<file path="src/rtl/serial_adder_ctrl.sv">
// rtl/serial_adder_ctrl.sv - bit-serial adder controller, LSB first, one bit per clock
// Two cascaded half adders plus a carry flop; the result is published only on the completion edge.
module serial_adder_ctrl #(
  parameter int WIDTH = 8
) (
  input  logic             clk,
  input  logic             rst,
  input  logic             start,
  input  logic [WIDTH-1:0] a,
  input  logic [WIDTH-1:0] b,
  output logic             busy,
  output logic             done,
  output logic [WIDTH-1:0] sum,
  output logic             cout
);

  localparam int CW = $clog2(WIDTH) + 1;

  typedef enum logic [1:0] {
    IDLE = 2'd0,
    RUN  = 2'd1,
    FIN  = 2'd2
  } state_t;

  state_t           state_q, state_d;
  logic [WIDTH-1:0] sa_q, sa_d;
  logic [WIDTH-1:0] sb_q, sb_d;
  logic [WIDTH-1:0] acc_q, acc_d;
  logic             c_q, c_d;
  logic [CW-1:0]    cnt_q, cnt_d;
  logic [WIDTH-1:0] sum_q, sum_d;
  logic             cout_q, cout_d;

  logic p, g1, s, g2;
  // The LSB of acc is shifted out every cycle and never observed.
  logic unused_acc_lsb;

  assign p  = sa_q[0] ^ sb_q[0];
  assign g1 = sa_q[0] & sb_q[0];
  assign s  = p ^ c_q;
  assign g2 = p & c_q;
  assign unused_acc_lsb = acc_q[0];

  always_comb begin
    state_d = state_q;
    sa_d    = sa_q;
    sb_d    = sb_q;
    acc_d   = acc_q;
    c_d     = c_q;
    cnt_d   = cnt_q;
    sum_d   = sum_q;
    cout_d  = cout_q;
    case (state_q)
      IDLE: begin
        if (start) begin
          sa_d    = a;
          sb_d    = b;
          c_d     = 1'b0;
          cnt_d   = '0;
          acc_d   = '0;
          state_d = RUN;
        end
      end
      RUN: begin
        c_d   = g1 | g2;
        acc_d = {s, acc_q[WIDTH-1:1]};
        sa_d  = {1'b0, sa_q[WIDTH-1:1]};
        sb_d  = {1'b0, sb_q[WIDTH-1:1]};
        cnt_d = cnt_q + 1'b1;
        if (cnt_q == CW'(WIDTH - 1)) begin
          state_d = FIN;
          sum_d   = acc_d;
          cout_d  = g1 | g2;
        end
      end
      FIN: begin
        state_d = IDLE;
      end
      default: begin
        state_d = IDLE;
      end
    endcase
  end

  always_ff @(posedge clk) begin
    if (rst) begin
      state_q <= IDLE;
      sa_q    <= '0;
      sb_q    <= '0;
      acc_q   <= '0;
      c_q     <= 1'b0;
      cnt_q   <= '0;
      sum_q   <= '0;
      cout_q  <= 1'b0;
    end else begin
      state_q <= state_d;
      sa_q    <= sa_d;
      sb_q    <= sb_d;
      acc_q   <= acc_d;
      c_q     <= c_d;
      cnt_q   <= cnt_d;
      sum_q   <= sum_d;
      cout_q  <= cout_d;
    end
  end

  // Status flags decode the state register directly, so no input reaches an output combinationally.
  assign busy = (state_q == RUN);
  assign done = (state_q == FIN);
  assign sum  = sum_q;
  assign cout = cout_q;

endmodule

</file>
<file path="config.mk">
export PLATFORM = sky130hd
export DESIGN_NAME = serial_adder_ctrl
export DESIGN_NICKNAME = d
export VERILOG_FILES = /design/src/rtl/serial_adder_ctrl.sv
export SDC_FILE = /design/constraint.sdc
export NUM_CORES = 1
export LEC_CHECK = 0
export ABC_AREA = 0
export BUFFER_PORTS_ARGS = -buffer_cell sky130_fd_sc_hd__buf_2
export CAP_MARGIN = 20
export CELL_PAD_IN_SITES_DETAIL_PLACEMENT = 0
export CELL_PAD_IN_SITES_GLOBAL_PLACEMENT = 2
export CORE_ASPECT_RATIO = 1.2
export CORE_MARGIN = 3
export CORE_UTILIZATION = 32
export DETAILED_ROUTE_END_ITERATION = 6
export GPL_ROUTABILITY_DRIVEN = 0
export PLACE_DENSITY_LB_ADDON = 0.08
export SLEW_MARGIN = 15
export SYNTH_ARGS = -nofsm -noshare
export SYNTH_HDL_FRONTEND = slang
export SYNTH_SLANG_ARGS = --single-unit
</file>
<file path="constraint.sdc">
create_clock -name clk -period 1.5 [get_ports clk]
set_input_delay 0.075 -clock clk [delete_from_list [all_inputs] [get_ports clk]]
set_output_delay 0.075 -clock clk [all_outputs]
set_load 0.05 [all_outputs]
</file>
==> metrics.txt, run 1 <==
ratio of cells with drive above 1 in the final layout=28.0%; Sink Count=39; Rel. slew slack=78.5%; Avg Cell Area, Syn=8.41 sq um; Final Hold Fails=0; share of power burned in registers=48.9%; multi-input logic area=870 sq um; routed via count=1,551; status=finished clean; cell count after synthesis=212; Mapped Area=1780 sq um; cts hold-fix bufs=0; Fin Setup TNS=0 ps; CP max stage cell=dfxtp_1; delay-heaviest family, CP=buffers and inverters; Final Cycle Share=92.3%; post-DP HPWL=2890 um; Main synth FF type=dfxtp_1; Final setup viols=0; final WL=4370 um; total global-route track usage=14.5%; R2R Path End=sum[3]; Slew @ Worst Pin=322 ps; P&R area growth vs syn=18.8%; Die Ht=87.8 um; WP buf/inv=3; Seq/Total Area, Yosys=43.8%; CP Cell Sequence=nand2b_4 > inv_1 > buf_4 > buf_4; Num CTS Buffers=5; Sw Share=24.2%; pins over their slew limit=0; internal power=0.00174 W; RSZ-0062 raised after global routing=no; Final nets=259; IO Port Bufs=29; DRT iter0 DRCs=50; n_diodes=0; CP most frequent cell=buf_4; maximum root-to-sink buffer count=2; Worst-path clk slew=80 ps; most frequent cells in the layout=dfxtp_1, a21oi_1, nor2_1; Pleak=0.876 nW; global-route wire length before repair=7450 um; fill count=554; row cnt=29; crit path kind=flop to primary output; final clock skew=9.61 ps; top-area cell type share of the netlist area=43.8%; Async SR Flop Fraction=0%; CP Capture Type=primary output; switching pwr=0.000554 W; minimum clock period=1380 ps; cells on worst reg2reg path=4; routed len/inst=14.5 um; CP Launch Type=flop; Synth Warn #=0; die area=6510 sq um; r2r setup slk=220 ps; drc violations=0; worst hold path depth=3; largest net degree at the start of global routing=26; Skew-Pair Late Insertion Delay=290 ps; number of flops mapped to enable cells by yosys=0; commonest non-fill, non-tap cell in the layout=dfxtp_1; initial antenna violation count=0; Die X=74.1 um; slowest cell delay on critical path=320 ps; clock power share=39.9%; Yosys top cell by area=dfxtp_1; hold crit path type=input pin to flop; antenna violation net count after detailed routing=0; Starting Density=33.4%; IO Count=30; # Max-Cap Violations=0; Finished Core Util=39.7%; Worst VDD drop=547 uV; WP data required=1420 ps; Critical Path Fanout Max=21; Overflow after GRT=0; CTS tree=done; Hold Crit Endpoint=sb_q[7]; Reg area=782 sq um; Fmax achieved=723 MHz; post-synth cell types=29; PD cells=1080 nW/um^2; Clock Tree Root=clkbuf_8; Mapped Nets=233; critical path data arrival time=1310 ps; first drt pass iteration count=4; vias in the first global route=1,633; combinational share of power=11.2%; #FFs+latches synth=39; mean number of vias per cell=5.15; Core Footprint=5330 sq um; synth top area cells=dfxtp_1, a21oi_1, o221a_2; worst hold path startpoint=b[7]; htree depth=2; R2R Path Start=cnt_q[0]
## power by group through the flow
stage,clock (W),sequential (W),combinational (W)
detailed placement,0,0.00114,0.000257
floorplan,0,0.00113,0.000189
finish,0.000914,0.00112,0.000256
CTS,0.000936,0.00112,0.000261
global route,0.000973,0.00113,0.000295
global placement,0,0.00114,0.000250
## Yosys cell counts (2+ instances only)
cell type / number
nand2_1: 4
dfxtp_1: 39
o22a_1: 3
a22oi_1: 9
o22ai_1: 2
nand2b_1: 4
nor2_1: 30
nor2b_1: 4
o221a_2: 12
o31ai_1: 9
nor3_1: 3
clkbuf_1: 6
or3b_2: 2
nand3_1: 11
inv_1: 13
buf_2: 13
a21oi_1: 35
a211oi_1: 2
## cell type report
| class | instances | share of cell area (%) |
|---|---|---|
| Clock inverter | 2 | 1.65 |
| Tap cell | 62 | 3.66 |
| Sequential cell | 39 | 36.9 |
| Inverter | 13 | 2.30 |
| Timing Repair Buffer | 39 | 10.5 |
| Clock buffer | 6 | 3.90 |
| Multi-Input combinational cell | 140 | 41.1 |
## per-stage QoR
step | hold WS [ps] | worst slack [ps] | instances | cell area (sq um) | power [W]
global route | 102 | 28.7 | 301 | 2120 | 0.00239
CTS | 57.4 | 31.9 | 301 | 2110 | 0.00231
finish | 70.2 | 116 | 301 | 2120 | 0.00229
global placement | 352 | 177 | 293 | 1990 | 0.00139
floorplan | 259 | 4.54 | 212 | 1780 | 0.00132
detailed placement | 358 | 135 | 293 | 1990 | 0.00140
## kinds of logic after synthesis
family,count (synthesis),share of synthesized area [%]
flops,39,43.8
fa+ha+maj,2,1.82
simple gates,62,16.4
buf+inv,33,8.07
compound gates,76,29.9
## tightest hold or removal path, delay by kind of cell
family | cells | cell delay, ps
buffers and inverters | 1 | 70
AOI/OAI and AO/OA | 2 | 160
## worst max-delay path by stage
stage | depth (start not counted) | to | slack (ps) | startpoint
6_report | 4 | busy | 120 | state_q[1]
3_5_place_dp | 4 | sum[7] | 130 | cnt_q[0]
2_1_floorplan | 3 | done | 5 | state_q[1]
4_1_cts | 4 | busy | 30 | state_q[0]
5_1_grt | 4 | busy | 30 | state_q[1]
3_3_place_gp | 4 | sum[6] | 180 | state_q[0]
## repair_timing
item | 4_1_cts | 5_1_grt
gates resized for setup | 2 | 3
endpoints found under the hold margin | 0 | 0
setup endpoints to repair | 1 | 7
buffers inserted | 0 | 0
## metal layers
layer | up-vias | wire length (um) | global-route usage (%)
met1 | 715 | 2030 | 18.2
met2 | 26 | 2140 | 24.8
met5 | - | 0 | 0
li1 | 808 | - | -
met4 | 0 | 29 | 4.45
met3 | 2 | 174 | 2.87
## state kept, by name, indices dropped and copies added, names as in the netlist
| register | flops |
|---|---|
| acc_q | 7 |
| c_q | 1 |
| cnt_q | 4 |
| cout | 1 |
| sa_q | 8 |
| sb_q | 8 |
| state_q | 2 |
| sum | 8 |
No activity file was read; power rests on OpenSTA's default activity.
==> run 2, diff against run 1 <==
CELL_PAD_IN_SITES_DETAIL_PLACEMENT = not set   (was 0)
CELL_PAD_IN_SITES_GLOBAL_PLACEMENT = not set   (was 2)
CORE_UTILIZATION = 55   (was 32)
==> run 2 against run 1 <==
Design area down 4.1%. Cell count down 9.6%. Clock skew about the same. Utilization up 26 points. Total power down 19%. Die area down 39%. Combinational power about the same. Highest routed layer unchanged.
==> metrics.txt, run 2 (same netlist as run 1, synthesis figures left out) <==
minimum clock period=1400 ps (was 1380 ps); WP data required=1420 ps (about the same); total global-route track usage=21.9% (was 14.5%); cts hold-fix bufs=0 (unchanged); RSZ-0062 raised after global routing=no (unchanged); post-route cell area=2030 sq um (was 2120 sq um); die area=3960 sq um (was 6510 sq um); status=finished clean (unchanged); Final Hold Fails=0 (unchanged); post-DP HPWL=2700 um (was 2890 um); routed len/inst=14.9 um (was 14.5 um); R2R Path Start=cnt_q[0] (unchanged); IO Port Bufs=29 (unchanged); Rel. slew slack=67.7% (was 78.5%); Final Non-Filler Cells=272 (was 301); Final Cycle Share=93.0% (was 92.3%); Fin Setup TNS=0 ps (unchanged); DP Cell Count=266 (was 293); worst hold path startpoint=b[7] (unchanged); Slew @ Worst Pin=484 ps (was 322 ps); Final setup viols=0 (unchanged); n_diodes=0 (unchanged); Starting Density=57.8% (was 33.4%); Die Ht=68.4 um (was 87.8 um); Skew-Pair Late Insertion Delay=340 ps (was 290 ps); commonest non-fill, non-tap cell in the layout=dfxtp_1 (unchanged); Num CTS Buffers=5 (unchanged); fill count=279 (was 554); Pleak=0.843 nW (was 0.876 nW); largest net degree at the start of global routing=31 (was 26); CTS tree=done (unchanged); Overflow after GRT=0 (unchanged); crit path kind=flop to primary output (unchanged); maximum root-to-sink buffer count=2 (unchanged); drc violations=0 (unchanged); mean number of vias per cell=5.89 (was 5.15); CP Capture Type=primary output (unchanged); dpl cell area=1960 sq um (was 1990 sq um); most frequent cells in the layout=dfxtp_1, a21oi_1, nor2_1 (unchanged); Worst VDD drop=716 uV (was 547 uV); IO Count=30 (unchanged); global-route wire length before repair=6620 um (was 7450 um); htree depth=2 (unchanged); DRT iter0 DRCs=92 (was 50); hold crit path type=input pin to flop (unchanged); vias in the first global route=1,461 (was 1,633); PD cells=914 nW/um^2 (was 1080 nW/um^2); initial antenna violation count=0 (unchanged); CP Launch Point=state_q[1] (unchanged); CP Launch Type=flop (unchanged); final hold slack=24.4 ps (was 70.2 ps); first drt pass iteration count=4 (unchanged); r2r setup slk=180 ps (was 220 ps); Finished Core Util=65.9% (was 39.7%); Sink Count=39 (unchanged); Core Footprint=3080 sq um (was 5330 sq um); Fmax achieved=717 MHz (was 723 MHz); final clock skew=10.1 ps (was 9.61 ps); row cnt=22 (was 29); antenna violation net count after detailed routing=0 (unchanged); Clock Tree Root=clkbuf_4 (was clkbuf_8); Die X=58.0 um (was 74.1 um); Final nets=258 (was 259); # Max-Cap Violations=0 (unchanged); routed via count=1,601 (was 1,551); P&R area growth vs syn=14.0% (was 18.8%); Critical Path Fanout Max=30 (was 21); ratio of cells with drive above 1 in the final layout=27.1% (was 28.0%); final WL=4040 um (was 4370 um); Worst-path clk slew=110 ps (was 80 ps); pins over their slew limit=0 (unchanged); critical path data arrival time=1320 ps (was 1310 ps)
-- run 2: cell types whose count changed in the layout (fill, tap and decap cells not counted), sizes merged --
cell / delta
clkinv: -1
buf: -1
bufinv: -1
-- run 2: path summary, 6_finish.rpt --
kind	cells past startpoint	endpoint
setup / recovery	3	done
hold / removal	3	sb_q[7]
setup reg to reg	4	cout
hold reg to reg	2	sum[7]
-- run 2: power breakdown --
part           total (W)  leakage (nW)  switching (W)  internal (W)
clock network   0.000480        0.0242       0.000313      0.000167
registers        0.00112         0.319      0.0000405       0.00108
logic           0.000257         0.500       0.000137      0.000120
-- run 2: timing repair --
item | in CTS | in global routing
setup buffers | 0 | 0
pin swaps | 0 | 0
resized for setup | 5 | 6
endpoints found under the setup margin | 1 | 17
-- run 2: per-layer routing --
layer | up-vias | wire length (um) | global-route usage (%)
met4 | 0 | 38 | 8.70
met3 | 6 | 183 | 5.85
met5 | - | 0 | 0
met2 | 35 | 2140 | 39.1
met1 | 752 | 1680 | 24.7
li1 | 808 | - | -
-- run 2: worst max-delay path, cell delays in order (launching register included) --
cell	delay, ps
dfxtp_1	390
buf_12	190
nor2b_1	140
buf_2	270
-- run 2: cell type report --
class                           instances  area (sq um)  share of cell area [%]
Tap cell                               36          45.0                    2.22
Multi-Input combinational cell        140           873                    43.0
Sequential cell                        39           785                    38.6
Timing Repair Buffer                   38           239                    11.8
Clock buffer                            6          41.3                    2.03
Inverter                               13          48.8                    2.40
-- run 2: metrics by stage --
| stage | total power [W] | setup WS (ps) |
|---|---|---|
| 2_1_floorplan | 0.00132 | 4.54 |
| 4_1_cts | 0.00186 | 12.0 |
| 6_report | 0.00186 | 104 |
| 5_1_grt | 0.00195 | 26.8 |
| 3_3_place_gp | 0.00138 | 137 |
| 3_5_place_dp | 0.00139 | 51.9 |
